<file path="config.mk">
export PLATFORM = sky130hd
export DESIGN_NAME = fetch_stage_flat
export DESIGN_NICKNAME = d
export VERILOG_FILES = /design/src/rtl/fetch_stage_pkg.sv /design/src/rtl/fetch_stage_if.sv /design/src/rtl/fetch_ifid_reg.sv /design/src/rtl/fetch_stage.sv /design/src/flat_wrapper.sv
export SDC_FILE = /design/constraint.sdc
export NUM_CORES = 1
export LEC_CHECK = 0
export ABC_CLOCK_PERIOD_IN_PS = 7100
export CORE_MARGIN = 8
export CORE_UTILIZATION = 55
export DETAILED_ROUTE_END_ITERATION = 8
export GPL_TIMING_DRIVEN = 1
export PLACE_DENSITY = 0.93
export SLEW_MARGIN = 20
export SYNTH_ARGS = -nofsm -noshare
export SYNTH_HDL_FRONTEND = slang
export SYNTH_HIERARCHICAL = 1
export SYNTH_SLANG_ARGS = --single-unit
</file>
<file path="constraint.sdc">
create_clock -name CLK -period 7.1 [get_ports CLK]
set_clock_uncertainty 0.15 [all_clocks]
set_input_delay 1.775 -clock CLK [delete_from_list [all_inputs] [get_ports CLK]]
set_output_delay 1.775 -clock CLK [all_outputs]
set_load 0.005 [all_outputs]
</file>
<file path="src/rtl/fetch_stage_pkg.sv">
// Shared types and defaults for the instruction-fetch stage and its IF/ID register.
package fetch_stage_pkg;

    localparam int          ADDR_W_DEF    = 32;
    localparam logic [31:0] RESET_PC_DEF  = 32'h0000_0000;
    localparam logic [31:0] NOP_INSTR_DEF = 32'h0000_0000;

    typedef enum logic [1:0] {
        BOOT  = 2'd0,
        FETCH = 2'd1,
        HELD  = 2'd2
    } fetch_state_t;

    typedef struct packed {
        logic [31:0]           instr;
        logic [ADDR_W_DEF-1:0] pc4;
        logic                  valid;
    } ifid_t;

endpackage

</file>
<file path="src/rtl/fetch_stage_if.sv">
// Fetch-stage bus: instruction-memory handshake, hazard/branch controls and IF/ID outputs.
interface fetch_stage_if #(
    parameter int ADDR_W = 32
);
    logic [ADDR_W-1:0] imem_addr;
    logic              imem_req;
    logic [31:0]       imem_rdata;
    logic              imem_ready;
    logic              stall;
    logic              br_taken;
    logic [ADDR_W-1:0] br_target;
    logic [31:0]       ifid_instr;
    logic [ADDR_W-1:0] ifid_pc4;
    logic              ifid_valid;

    modport master (
        output imem_addr, imem_req, ifid_instr, ifid_pc4, ifid_valid,
        input  imem_rdata, imem_ready, stall, br_taken, br_target
    );

    modport slave (
        input  imem_addr, imem_req, ifid_instr, ifid_pc4, ifid_valid,
        output imem_rdata, imem_ready, stall, br_taken, br_target
    );
endinterface

</file>
<file path="src/rtl/fetch_ifid_reg.sv">
// IF/ID pipeline register: flush beats load, otherwise holds; async active-low clear.
module fetch_ifid_reg
    import fetch_stage_pkg::*;
#(
    parameter int          ADDR_W    = ADDR_W_DEF,
    parameter logic [31:0] NOP_INSTR = NOP_INSTR_DEF
) (
    input  logic              clk,
    input  logic              rst_n,
    input  logic              load,
    input  logic              flush,
    input  logic [31:0]       d_instr,
    input  logic [ADDR_W-1:0] d_pc4,
    output logic [31:0]       q_instr,
    output logic [ADDR_W-1:0] q_pc4,
    output logic              q_valid
);
    logic [31:0]       instr_r;
    logic [ADDR_W-1:0] pc4_r;
    logic              valid_r;

    // IF/ID storage with flush-over-load priority
    always_ff @(posedge clk or negedge rst_n) begin
        if (!rst_n) begin
            instr_r <= NOP_INSTR;
            pc4_r   <= '0;
            valid_r <= 1'b0;
        end else if (flush) begin
            instr_r <= NOP_INSTR;
            pc4_r   <= '0;
            valid_r <= 1'b0;
        end else if (load) begin
            instr_r <= d_instr;
            pc4_r   <= d_pc4;
            valid_r <= 1'b1;
        end else begin
            instr_r <= instr_r;
            pc4_r   <= pc4_r;
            valid_r <= valid_r;
        end
    end

    assign q_instr = instr_r;
    assign q_pc4   = pc4_r;
    assign q_valid = valid_r;
endmodule

</file>
<file path="src/rtl/fetch_stage.sv">
// Instruction-fetch stage: PC, PC+4, imem handshake, stall hold buffer, branch redirect.
// Optional macro IF_DELAY_SLOT_EN keeps IF/ID on a taken branch while stalled (delay slot).
module fetch_stage
    import fetch_stage_pkg::*;
#(
    parameter int                ADDR_W    = ADDR_W_DEF,
    parameter logic [ADDR_W-1:0] RESET_PC  = ADDR_W'(RESET_PC_DEF),
    parameter logic [31:0]       NOP_INSTR = NOP_INSTR_DEF
) (
    input  logic          CLK,
    input  logic          CLR,
    fetch_stage_if.master bus
);
    fetch_state_t      state_r, state_nx_s;
    logic [ADDR_W-1:0] pc_r, pc_nx_s, pc4_s;
    logic              req_r;
    logic [31:0]       hold_instr_r;
    logic [ADDR_W-1:0] hold_pc4_r;
    logic              hold_load_s, hold_clr_s;
    logic              ifid_load_s, ifid_flush_s, br_flush_s;
    logic [31:0]       load_instr_s;
    logic [ADDR_W-1:0] load_pc4_s;

    assign pc4_s = pc_r + ADDR_W'(32'd4);

`ifdef IF_DELAY_SLOT_EN
    assign br_flush_s = ~bus.stall;
`else
    assign br_flush_s = 1'b1;
`endif

    // Next-state, next-PC and IF/ID / hold-buffer control decode
    always_comb begin
        state_nx_s   = state_r;
        pc_nx_s      = pc_r;
        load_instr_s = bus.imem_rdata;
        load_pc4_s   = pc4_s;
        ifid_load_s  = 1'b0;
        ifid_flush_s = 1'b0;
        hold_load_s  = 1'b0;
        hold_clr_s   = 1'b0;
        case (state_r)
            BOOT: begin
                state_nx_s = FETCH;
                if (bus.br_taken) begin
                    pc_nx_s = bus.br_target;
                end else begin
                    pc_nx_s = pc_r;
                end
            end
            FETCH: begin
                if (bus.br_taken) begin
                    pc_nx_s      = bus.br_target;
                    hold_clr_s   = 1'b1;
                    ifid_flush_s = br_flush_s;
                    state_nx_s   = FETCH;
                end else if (bus.imem_ready) begin
                    pc_nx_s = pc4_s;
                    if (bus.stall) begin
                        hold_load_s = 1'b1;
                        state_nx_s  = HELD;
                    end else begin
                        ifid_load_s = 1'b1;
                        state_nx_s  = FETCH;
                    end
                end else begin
                    ifid_flush_s = ~bus.stall;
                    state_nx_s   = FETCH;
                end
            end
            HELD: begin
                if (bus.br_taken) begin
                    pc_nx_s      = bus.br_target;
                    hold_clr_s   = 1'b1;
                    ifid_flush_s = br_flush_s;
                    state_nx_s   = FETCH;
                end else if (!bus.stall) begin
                    load_instr_s = hold_instr_r;
                    load_pc4_s   = hold_pc4_r;
                    ifid_load_s  = 1'b1;
                    state_nx_s   = FETCH;
                end else begin
                    state_nx_s = HELD;
                end
            end
            default: begin
                state_nx_s = BOOT;
            end
        endcase
    end

    // State, PC and registered request; req follows the state being entered
    always_ff @(posedge CLK or negedge CLR) begin
        if (!CLR) begin
            state_r <= BOOT;
            pc_r    <= RESET_PC;
            req_r   <= 1'b0;
        end else begin
            state_r <= state_nx_s;
            pc_r    <= pc_nx_s;
            req_r   <= (state_nx_s == FETCH);
        end
    end

    // Hold buffer: word captured while IF/ID is stalled
    always_ff @(posedge CLK or negedge CLR) begin
        if (!CLR) begin
            hold_instr_r <= 32'h0000_0000;
            hold_pc4_r   <= '0;
        end else if (hold_clr_s) begin
            hold_instr_r <= 32'h0000_0000;
            hold_pc4_r   <= '0;
        end else if (hold_load_s) begin
            hold_instr_r <= bus.imem_rdata;
            hold_pc4_r   <= pc4_s;
        end else begin
            hold_instr_r <= hold_instr_r;
            hold_pc4_r   <= hold_pc4_r;
        end
    end

    fetch_ifid_reg #(
        .ADDR_W    (ADDR_W),
        .NOP_INSTR (NOP_INSTR)
    ) u_ifid (
        .clk     (CLK),
        .rst_n   (CLR),
        .load    (ifid_load_s),
        .flush   (ifid_flush_s),
        .d_instr (load_instr_s),
        .d_pc4   (load_pc4_s),
        .q_instr (bus.ifid_instr),
        .q_pc4   (bus.ifid_pc4),
        .q_valid (bus.ifid_valid)
    );

    assign bus.imem_addr = pc_r;
    assign bus.imem_req  = req_r;
endmodule

</file>
<file path="src/flat_wrapper.sv">
// flat-port wrapper written by rule: the top's interface ports become plain ports
module fetch_stage_flat import fetch_stage_pkg::*;
#(
    parameter int                ADDR_W    = ADDR_W_DEF,
    parameter logic [ADDR_W-1:0] RESET_PC  = ADDR_W'(RESET_PC_DEF),
    parameter logic [31:0]       NOP_INSTR = NOP_INSTR_DEF
)
  (CLK, CLR, bus_imem_addr, bus_imem_req, bus_ifid_instr, bus_ifid_pc4, bus_ifid_valid, bus_imem_rdata, bus_imem_ready, bus_stall, bus_br_taken, bus_br_target);
  fetch_stage_if #(.ADDR_W(ADDR_W)) bus_i ();
  input  logic CLK;
  input  logic CLR;
  output wire logic [$bits(bus_i.imem_addr)-1:0] bus_imem_addr;
  output wire logic [$bits(bus_i.imem_req)-1:0] bus_imem_req;
  output wire logic [$bits(bus_i.ifid_instr)-1:0] bus_ifid_instr;
  output wire logic [$bits(bus_i.ifid_pc4)-1:0] bus_ifid_pc4;
  output wire logic [$bits(bus_i.ifid_valid)-1:0] bus_ifid_valid;
  input wire logic [$bits(bus_i.imem_rdata)-1:0] bus_imem_rdata;
  input wire logic [$bits(bus_i.imem_ready)-1:0] bus_imem_ready;
  input wire logic [$bits(bus_i.stall)-1:0] bus_stall;
  input wire logic [$bits(bus_i.br_taken)-1:0] bus_br_taken;
  input wire logic [$bits(bus_i.br_target)-1:0] bus_br_target;
  assign bus_imem_addr = bus_i.imem_addr;
  assign bus_imem_req = bus_i.imem_req;
  assign bus_ifid_instr = bus_i.ifid_instr;
  assign bus_ifid_pc4 = bus_i.ifid_pc4;
  assign bus_ifid_valid = bus_i.ifid_valid;
  assign bus_i.imem_rdata = bus_imem_rdata;
  assign bus_i.imem_ready = bus_imem_ready;
  assign bus_i.stall = bus_stall;
  assign bus_i.br_taken = bus_br_taken;
  assign bus_i.br_target = bus_br_target;
  fetch_stage #(.ADDR_W(ADDR_W), .RESET_PC(RESET_PC), .NOP_INSTR(NOP_INSTR)) u_core (.CLK(CLK), .CLR(CLR), .bus(bus_i));
endmodule
</file>
==> impl_metrics.ini <==
[outcome]
status = complete, no violations

[yosys]
ys_ff_latch = 164
post-synth-top-area-cell = dfrtp_1
synth_warnings = 6
syn_nets = 879
syn_area_per_cell_um2 = 10.2
yosysSeqAreaShare = 0.502
async_reset_ff_frac = 1.00
synth_top_flop_cell = dfrtp_1
synth.distinct_cells = 51
yosysTopAreaCellShare = 0.502
syn_inst = 804
synth_area_mm2 = 0.00818
synth.area.top_cells = dfrtp_1 (50%), mux2i_1 (8.0%), mux2_2 (5.4%), nor2_1 (5.3%), a22o_1 (4.0%)
synth_edf_count = 0

[power]
power.share.combinational = 0.372
swShare = 0.372
ir_drop_mv = 0.261
total_power_uw = 3810
internal_power_uw = 2390
p_per_area_mw_per_mm2 = 366
seqPwrFrac = 0.399
p_clk_frac = 0.229
power.switching_uw = 1420
p_leak_uw = 0.00442

[die]
die_x_um = 138
core_mm2 = 0.0145
pin_count = 167
die_y_um = 138
floorplan.die_area_mm2 = 0.0190
rows = 44
initial_core_util = 0.563

[setup_path]
endpoint_kind = flop
start_kind = input pin
ff2ff_setup_slack_ps = 4310
critPathKind = in -> reg
r2r-end = u_core/u_ifid/q_pc4[28]$_DFFE_PN0P_
cp_max_fo = 34
r2r_cells = 8
worstPathArrival_ps = 4510
worst_ep_required_time_ps = 7320
reg2reg_from = u_core/bus.imem_addr[2]$_DFFE_PN0P_

[placed_design]
port_buffers = 166
hpwl_mm = 15.3
placed_area_mm2 = 0.00985
place_congestion = 0.918

[grt]
use_met1 = 0.326
grtUsageMet2 = 0.362
grt.overflow.total = 0
use_met3 = 0.0471
grt_pass1_vias = 6577
grt_first_pass_wirelength_mm = 35.1
grt_use_total = 0.237
antenna_found_initial = 0
grt_max_degree = 103
busiest_layer = met2

[timing]
fin_crit_sh = 0.604
fmax_mhz = 233
rsz0062_at_grt = false
period_needed_ps = 4290
fin_setup_tns_ps = 0
hold_violations = 0
max_slew_margin = 0.282
setup_viol = 0
tightest_slew_ps = 1080
slew_violations = 0

[route]
drt-total-wl_mm = 22.6
drc = 0
wl_per_cell_um = 19.9
vias_per_cell = 6.13
ant_nets = 0
drt_iter0_drc = 844
route.vias.total = 6936
dr.pass1.iters = 5

[clock_tree]
cts_tree = built
clockBufferDepth = 2
clockRootBuffer = clkbuf_16
clkTransAtPathRegs_ps = 70
cts_buffers = 17
insertion_delay_ps = 440
h-tree-depth = 4
post-cts-setup-buffer-count = 0
cts_resized = 0
cts_hold_buf = 0
cts_sinks = 164

[layout]
area_growth_syn_to_layout_pct = 27.3
mostFrequentLayoutCells = clkdlybuf4s50_1 (165), dfrtp_1 (164), nor2_1 (115)
fin_nets = 1009
layout_commonest_cell = clkdlybuf4s50_1
drive_above_1_share = 0.0950
multiInputGateArea_mm2 = 0.00378
n_fill_cell = 1035
stdcell_area_mm2 = 0.0104
register_area_mm2 = 0.00410
final_core_util = 0.717

[worst_hold_path]
holdCritStartpoint = u_core/hold_pc4_r[31]$_DFFE_PN0P_
whs_path_depth = 2
min_to = u_core/hold_pc4_r[31]$_DFFE_PN0P_
hp-class = reg -> reg

[run]
drv_cap = 0
==> registers in the layout (all words and copies together), names as in the netlist <==
signal	count
u_core/u_ifid/q_valid	1
u_core/state_r	2
u_core/u_ifid/q_pc4	32
u_core/hold_pc4_r	32
u_core/bus.imem_req	1
u_core/u_ifid/q_instr	32
u_core/hold_instr_r	32
u_core/bus.imem_addr	32
==> power by group through the flow <==
stage / clock network [uW] / logic [uW] / registers [uW]
after floorplan: 0 / 761 / 1440
after global placement: 0 / 1360 / 1510
after detailed placement: 0 / 1410 / 1520
after CTS: 883 / 1420 / 1510
after global routing: 922 / 1530 / 1560
final: 872 / 1420 / 1520
==> synth_stat cells (2+ instances only) <==
cell type  count
mux2i_1       65
buf_2          7
nand4_1       17
nor2_1       116
nor4_1         7
buf_8          5
inv_1          5
nand3_1       29
xor2_1        17
and2_1         4
a2bb2oi_1      4
or4_1          9
o22ai_1       11
o21ai_0       41
a22oi_1        3
a41o_1         2
nand2_1       60
nor3b_1        2
xnor2_1       11
ha_1           6
buf_1          2
nand2b_1       2
and4_1         5
and3_1         5
mux2_2        39
a32oi_1        8
a21oi_1       52
clkbuf_1      46
a22o_1        37
dfrtp_1      164
nor3_1         3
==> routing by layer <==
| layer | share of wire | vias to the layer above |
|---|---|---|
| met1 | 0.41 | 3391 |
| li1 | - | 3145 |
| met5 | 0 | - |
| met4 | 0.029 | 0 |
| met2 | 0.48 | 352 |
| met3 | 0.080 | 48 |
==> metrics by stage <==
step	std cells	hold slack, ps	setup WS [ps]
2_1_floorplan	804	301	3730
3_3_place_gp	1099	312	2490
3_5_place_dp	1099	321	2350
4_1_cts	1131	335	2810
5_1_grt	1131	348	2720
6_report	1132	331	2810
==> cell families (layout without fill, tap and decap cells) <==
logic type      after synthesis  in the layout  share of synthesized area
buf+inv                      68            211                     0.0405
simple gates                266            266                      0.152
compound gates              168            168                      0.133
fa+ha+maj                     6              6                    0.00918
other cells                   0              1                          0
flops                       164            164                      0.502
xor+xnor                     28             28                     0.0300
mux                         104            104                      0.133
==> worst max-delay path by stage <==
stage | start | to | slack, ps
floorplan | bus_br_taken | u_core/u_ifid/q_instr[0]$_DFFE_PN0P_ | 3730
global placement | bus_br_taken | u_core/u_ifid/q_instr[31]$_DFFE_PN0P_ | 2490
detailed placement | bus_br_taken | u_core/u_ifid/q_instr[29]$_DFFE_PN0P_ | 2350
CTS | bus_br_taken | u_core/u_ifid/q_instr[29]$_DFFE_PN0P_ | 2810
global route | bus_br_taken | u_core/u_ifid/q_instr[29]$_DFFE_PN0P_ | 2720
finish | bus_br_taken | u_core/hold_instr_r[7]$_DFFE_PN0P_ | 2810
==> layout make-up <==
cell class,count,share of cell area
Tap cell,184,0.0221
Sequential cell,164,0.394
Multi-Input combinational cell,572,0.363
Clock inverter,14,0.0115
Clock buffer,18,0.0422
Inverter,6,0.00216
Antenna cell,1,0.000240
Timing Repair Buffer,173,0.165
==> critical path: stages <==
cell	delay (ps)
clkdlybuf4s50_1	900
nor2b_1	170
and3_1	270
a21oi_4	670
buf_4	490
a22o_1	210
No activity file was read; power rests on OpenSTA's default activity.
